$ cat src/rtl/negate_ctrl.sv
// negate_ctrl: round-robin sequencer for one shared combinational 4-bit
// negate unit. Two requesters post operands; the granted operand is driven
// to the negate unit, and the registered result is presented with a
// valid/ack handshake, tagged with the owning requester.
//
// Build option: define NEGATE_CTRL_OVF_EN to register res_ovf (operand was
// 4'b1000). Without it res_ovf is constant 0.
module negate_ctrl (
  input  logic       clk,
  input  logic       rst,
  input  logic       req0,
  input  logic [3:0] a0,
  output logic       gnt0,
  input  logic       req1,
  input  logic [3:0] a1,
  output logic       gnt1,
  output logic [3:0] neg_a,
  input  logic [3:0] neg_in,
  output logic [3:0] res,
  output logic       res_id,
  output logic       res_ovf,
  output logic       res_valid,
  input  logic       res_ack,
  output logic       busy
);

  typedef enum logic [1:0] {
    IDLE = 2'd0,
    CALC = 2'd1,
    HOLD = 2'd2
  } state_t;

  state_t     state;
  state_t     state_next;
  logic [3:0] op;
  logic       last;
  logic       grant;
  logic       grant_id;
  logic       load_res;
  logic       clr_valid;

  // Next-state, arbitration and datapath enables
  always_comb begin
    state_next = state;
    grant      = 1'b0;
    grant_id   = 1'b0;
    load_res   = 1'b0;
    clr_valid  = 1'b0;
    case (state)
      IDLE: begin
        if (req0 || req1) begin
          grant = 1'b1;
          // On a tie the requester that did not win last time is served.
          grant_id   = (req0 && req1) ? ~last : req1;
          state_next = CALC;
        end
      end
      CALC: begin
        load_res   = 1'b1;
        state_next = HOLD;
      end
      HOLD: begin
        if (res_ack) begin
          clr_valid  = 1'b1;
          state_next = IDLE;
        end
      end
      default: state_next = IDLE;
    endcase
  end

  // State register
  always_ff @(posedge clk or posedge rst) begin
    if (rst) begin
      state <= IDLE;
    end else begin
      state <= state_next;
    end
  end

  // Operand capture, owner tag and round-robin pointer
  always_ff @(posedge clk or posedge rst) begin
    if (rst) begin
      op     <= '0;
      res_id <= 1'b0;
      last   <= 1'b1;
    end else if (grant) begin
      op     <= grant_id ? a1 : a0;
      res_id <= grant_id;
      last   <= grant_id;
    end
  end

  // One-cycle grant pulses following the capture edge
  always_ff @(posedge clk or posedge rst) begin
    if (rst) begin
      gnt0 <= 1'b0;
      gnt1 <= 1'b0;
    end else begin
      gnt0 <= grant && !grant_id;
      gnt1 <= grant && grant_id;
    end
  end

  // Result register and valid flag
  always_ff @(posedge clk or posedge rst) begin
    if (rst) begin
      res       <= '0;
      res_valid <= 1'b0;
    end else if (load_res) begin
      res       <= neg_in;
      res_valid <= 1'b1;
    end else if (clr_valid) begin
      res_valid <= 1'b0;
    end
  end

`ifdef NEGATE_CTRL_OVF_EN
  // Overflow flag: the most negative operand has no positive counterpart
  always_ff @(posedge clk or posedge rst) begin
    if (rst) begin
      res_ovf <= 1'b0;
    end else if (load_res) begin
      res_ovf <= (op == 4'b1000);
    end
  end
`else
  assign res_ovf = 1'b0;
`endif

  assign neg_a = op;
  assign busy  = (state != IDLE);

endmodule

$ cat config.mk
export PLATFORM = sky130hd
export DESIGN_NAME = negate_ctrl
export DESIGN_NICKNAME = d
export VERILOG_FILES = /design/src/rtl/negate_ctrl.sv
export SDC_FILE = /design/constraint.sdc
export NUM_CORES = 1
export LEC_CHECK = 0
export ABC_AREA = 1
export BUFFER_PORTS_ARGS = -buffer_cell sky130_fd_sc_hd__buf_2
export CAP_MARGIN = 15
export CORE_MARGIN = 2
export CORE_UTILIZATION = 43
export DETAILED_ROUTE_END_ITERATION = 8
export GPL_ROUTABILITY_DRIVEN = 1
export PLACE_DENSITY = 0.76
export REMOVE_ABC_BUFFERS = 1
export SLEW_MARGIN = 20
export SYNTH_ARGS = -nofsm -noshare
export SYNTH_HDL_FRONTEND = slang
export SYNTH_SLANG_ARGS = --single-unit
$ cat constraint.sdc
create_clock -name clk -period 1.3 [get_ports clk]
set_clock_uncertainty 0.15 [all_clocks]
set_input_delay 0.26 -clock clk [delete_from_list [all_inputs] [get_ports clk]]
set_output_delay 0.26 -clock clk [all_outputs]
set_load 0.02 [all_outputs]
* After elaboration in Yosys (flattened, before gate mapping)
Index checks and enable logic that the tools add are counted.
** Cells by class
- Reductions and logical operators :: 9
- Equality and inequality tests :: 4
- Multiplexer cells :: 14
- Bitwise operators :: 1
** Operators with widths (number)
- 1-bit two-way mux :: 10
- 2-bit one-hot mux with 3 select lines :: 1
- 2-bit two-way mux :: 2
- 4-bit two-way mux :: 1
- 2-bit != test (second input constant) :: 2
- 2-bit nonzero test :: 2
- 1-bit logical AND :: 3
- 2-bit by 1-bit equality test with 1-bit output (second input constant) :: 1
- 2-bit equality test (second input constant) :: 1
- 2-bit zero test :: 1
- 2-bit AND reduction :: 1
- 1-bit zero test :: 1
- 1-bit logical OR :: 1
- 1-bit inverter :: 1
** Word-level totals
- Input port bits :: 17
- Logic and storage cells :: 36
- Register bits after elaboration :: 15
- Output and inout bits :: 14

* Logic depth before layout (Yosys ltp)
- Depth after elaboration :: 6
- Mapped depth :: 5
- Mapped depth without buffers :: 5

* Least setup slack after synthesis
No wires, ideal clock.
- Path type :: flip-flop to flip-flop
- From :: register last
- To :: register op[0] (netlist: neg_a[0])
- Path buffers :: 0
- Data arrival time :: 0.904 ns
- Stages on the path, launching flop included :: 6
- Data required time :: 1.033 ns
- Clock period less this slack :: 1.171 ns
- Setup slack :: 0.129 ns
- Cell sequence :: dfstp_2 > nand2_1 > nand3_2 > nand2_1 > nand3_1 > nand2_1
** Between the ends
- Longest elaborated chain between the ends :: 5
** RTL lines
- from (decl) :: RTL line 36 : logic last;
- from (signal assigned) :: RTL line 90 : last <= grant_id;
- 1-bit inverter :: RTL line 54 : grant_id = (req0 && req1) ? ~last : req1;
- 1-bit two-way mux :: RTL line 54
- 1-bit two-way mux :: RTL line 51 : if (req0 || req1) begin
- 1-bit two-way mux :: RTL line 49 : case (state)
- 4-bit two-way mux :: RTL line 88 : op <= grant_id ? a1 : a0;
- to (signal assigned) :: RTL line 88
- to (decl) :: RTL line 35 : logic [3:0] op;
No other way between the ends.
A chain may end at the register's enable or synchronous reset.

* Final worst setup path
- From :: register state[1]
- To :: output busy
** Between the ends
- Longest elaborated chain between the ends :: 1
** RTL lines
- from (decl) :: RTL line 33 : state_t state;
- from (signal assigned) :: RTL line 77 : state <= state_next;
- 2-bit nonzero test :: RTL line 132 : assign busy = (state != IDLE);
- to (decl) :: RTL line 24 : output logic busy
No other way between the ends.

==> summary.txt <==
STA
  • Unrepaired setup endpoints after global routing: yes
  • Crit share post-route: 1.06
  • Min Clock Period, post-route: approximately 1.4 ns
  • Final setup violation count: 5
  • Hold Vio Cnt, Final: 0
  • F_max: a little over 0.7 GHz
  • Final worst setup slack: -0.0836 ns
  • TNS Setup: -0.261 ns
  • Count of pins over their slew limit: 0

Power and ir drop
  • Psw: 1.03 mW
  • Logic pwr share: 0.540
  • Sw frac: 0.443
  • Leak: 0.567 nW
  • Int Pwr: 1.30 mW
  • Pwr Density: roughly 2500 mW/mm²
  • Clock group share of total power: 0.108
  • Sequential Power Share: 0.352
  • Maximum VDD drop: 1000 µV

Critical path
  • WP data required: 0.89 ns
  • R2R depth: 7
  • CP max FO: 2
  • Crit end category: output pin
  • Arr. time, crit path: 0.97 ns
  • R2R Path End: neg_a[3]
  • RR Startpoint: state[1]
  • CP Launch Type: flop
  • CP Class: flop to output pin
  • R2R setup slack: -0.05 ns

Hold path
  • Hold/Removal Path Class: input port to flop
  • Hold Crit Depth: 3
  • WHS Endpoint: res[2]
  • Worst hold start: neg_in[2]

Job
  • Max Cap Viol: 0

GRT
  • Global-route wire length before repair: 2240 µm
  • Largest net degree at the start of global routing: 16
  • GR Overflow Total: 0
  • Number of global-route vias before repair: around 540
  • Initial antenna violation count: 0
  • Tot GR Track Use: 0.162

Clock network
  • Root buffer cell: clkbuf_4
  • Clock Latency Late Sink: 0.27 ns
  • Clk slew on worst S/H paths: approximately 0.080 ns
  • Clock sinks: 15
  • TritonCTS Buffers: 3
  • CTS tree: yes
  • H-tree depth: 1
  • Bufs on Longest Clock Path: 2

Synth
  • Netlist Area Pre-Place: 658 µm²
  • Syn Area/Cell: approximately 8.3 µm²
  • Leading area contributor after synthesis: dfrtp_1
  • Post-synth cell types: 14
  • Top FF cell, synth: dfrtp_1
  • Top cells by count, synth: 31 x nand2_1, 15 x inv_1, 14 x dfrtp_1
  • Top cells by area, synth: dfrtp_1 53%, nand2_1 18%, inv_1 8.6%, dfstp_2 4.0%, nand3_1 3.8%
  • Most frequent cell after synthesis: nand2_1
  • Number of synthesized flops with an enable pin: 0
  • Instance count of the mapped netlist: between 70 and 80
  • Synthesis warning total: 0
  • Synth top area share: 0.532
  • Async S/R FF share, synth: 1.00
  • Sequential cell area fraction in the yosys report: 0.572
  • Number of synthesized register bits: 15

Die
  • Die Span X: roughly 43 µm
  • Cell row count: 14
  • Die ar.: 0.00186 mm²
  • Initial Util: 0.447
  • Die H: 43.1 µm
  • # IOs: 31
  • Core Box Area: 0.00147 mm²

Final layout
  • FILL cells: 135
  • Area Growth Syn to Fin: 44.5%
  • Share of cells above drive strength 1: 0.458
  • Finished Cell Area: 951 µm²
  • Final #Nets: 136
  • Ant. Diodes: 0

Placement
  • # port buffers: 29
  • Global placement routability congestion: between 0.8 and 0.9
  • Post-DP Area: 838 µm²
  • Detailed placement HPWL: 1040 µm

Route
  • Vias per Instance: about 4.7
  • Violation count after the first detailed-routing iteration: 4
  • Routed Antenna Nets: 0
  • Drc violations: 0
  • Detailed Routing Iterations Pass 1: 4
  • WL final: 1380 µm
  • WL/cell: 10.3 µm
  • Routed vias: roughly 620

Outcome
  • Outcome: finished, violations left
  • Failing checks: setup timing
## flip-flops by register name (all words and copies together) (netlist names)
signal	cells
gnt1	1
neg_a	4
last	1
res_id	1
gnt0	1
res_valid	1
res	4
state	2
## layout make-up
type | instances | area [µm²] | area share
clock buffer | 3 | 22.5 | 0.0237
sequential | 15 | 377 | 0.396
tap | 16 | 20.0 | 0.0211
inverter | 16 | 62.6 | 0.0658
timing repair buffer | 36 | 210 | 0.221
clock inverter | 1 | 5.00 | 0.00526
multi-input combinational | 47 | 254 | 0.267
## critical path, cell delays in order (launching register included)
cell     delay (ns)
dfrtp_1        0.41
nor2_4         0.13
inv_2          0.04
buf_6          0.12
## through the flow
stage               std cells  setup slack (ns)  hold WS, ns  utilization  power (mW)
CTS                       133           -0.0852       0.0316        0.610        2.20
global route              134            -0.133       0.0298        0.646        2.52
global placement          126            0.0685        0.109        0.570        1.83
detailed placement        126            0.0190        0.116        0.570        1.87
floorplan                  78             0.129       0.0108            -        1.50
finish                    134           -0.0836       0.0372        0.646        2.33
## worst max-delay path by stage
stage                           to  depth (start not counted)  slack (ns)     start
after floorplan           neg_a[0]                          5        0.13      last
after global placement    neg_a[3]                          5        0.07  state[1]
after detailed placement  neg_a[2]                          5        0.02  state[1]
after CTS                     busy                          3       -0.09  state[0]
after global routing          busy                          3       -0.13  state[1]
final                         busy                          3       -0.08  state[1]
## repair_timing
item,4_1_cts,5_1_grt
resized for setup,3,13
endpoints found under the setup margin,2,11
pin swaps,1,4
hold endpoints to repair,14,0
buffers inserted,2,1
hold buffers,1,0
## routing by layer
metal	wire length [µm]	GRT usage	vias up
met5	0	0	-
met4	0	0.0545	0
met3	103	0.0383	0
met2	662	0.245	32
met1	618	0.227	276
li1	-	-	316
## cell usage in the layout (no fill, tap or decap), drive strengths merged
cell type,count
buf,35
clkbuf,3
clkinv,1
conb,1
dfrtp,14
dfstp,1
dlygate4sd3,1
inv,16
nand2,31
nand3,6
nand4,4
nor2,2
o21ai,3
## cells by family after synthesis
family | count (synthesis) | share of synthesized area
AO/OA/AOI/OAI | 3 | 0.0285
flip-flops | 15 | 0.572
buffers and inverters | 17 | 0.103
other | 1 | 0.00570
AND/OR/NAND/NOR | 43 | 0.291
## power by group through the flow
stage	Sequential (mW)	Combinational, mW	Clock, mW
global placement	0.827	1.00	0
global route	0.850	1.39	0.287
CTS	0.819	1.12	0.261
finish	0.821	1.26	0.252
detailed placement	0.830	1.04	0
floorplan	1.05	0.452	0
Note: power is estimated with default switching activity, not from simulation.
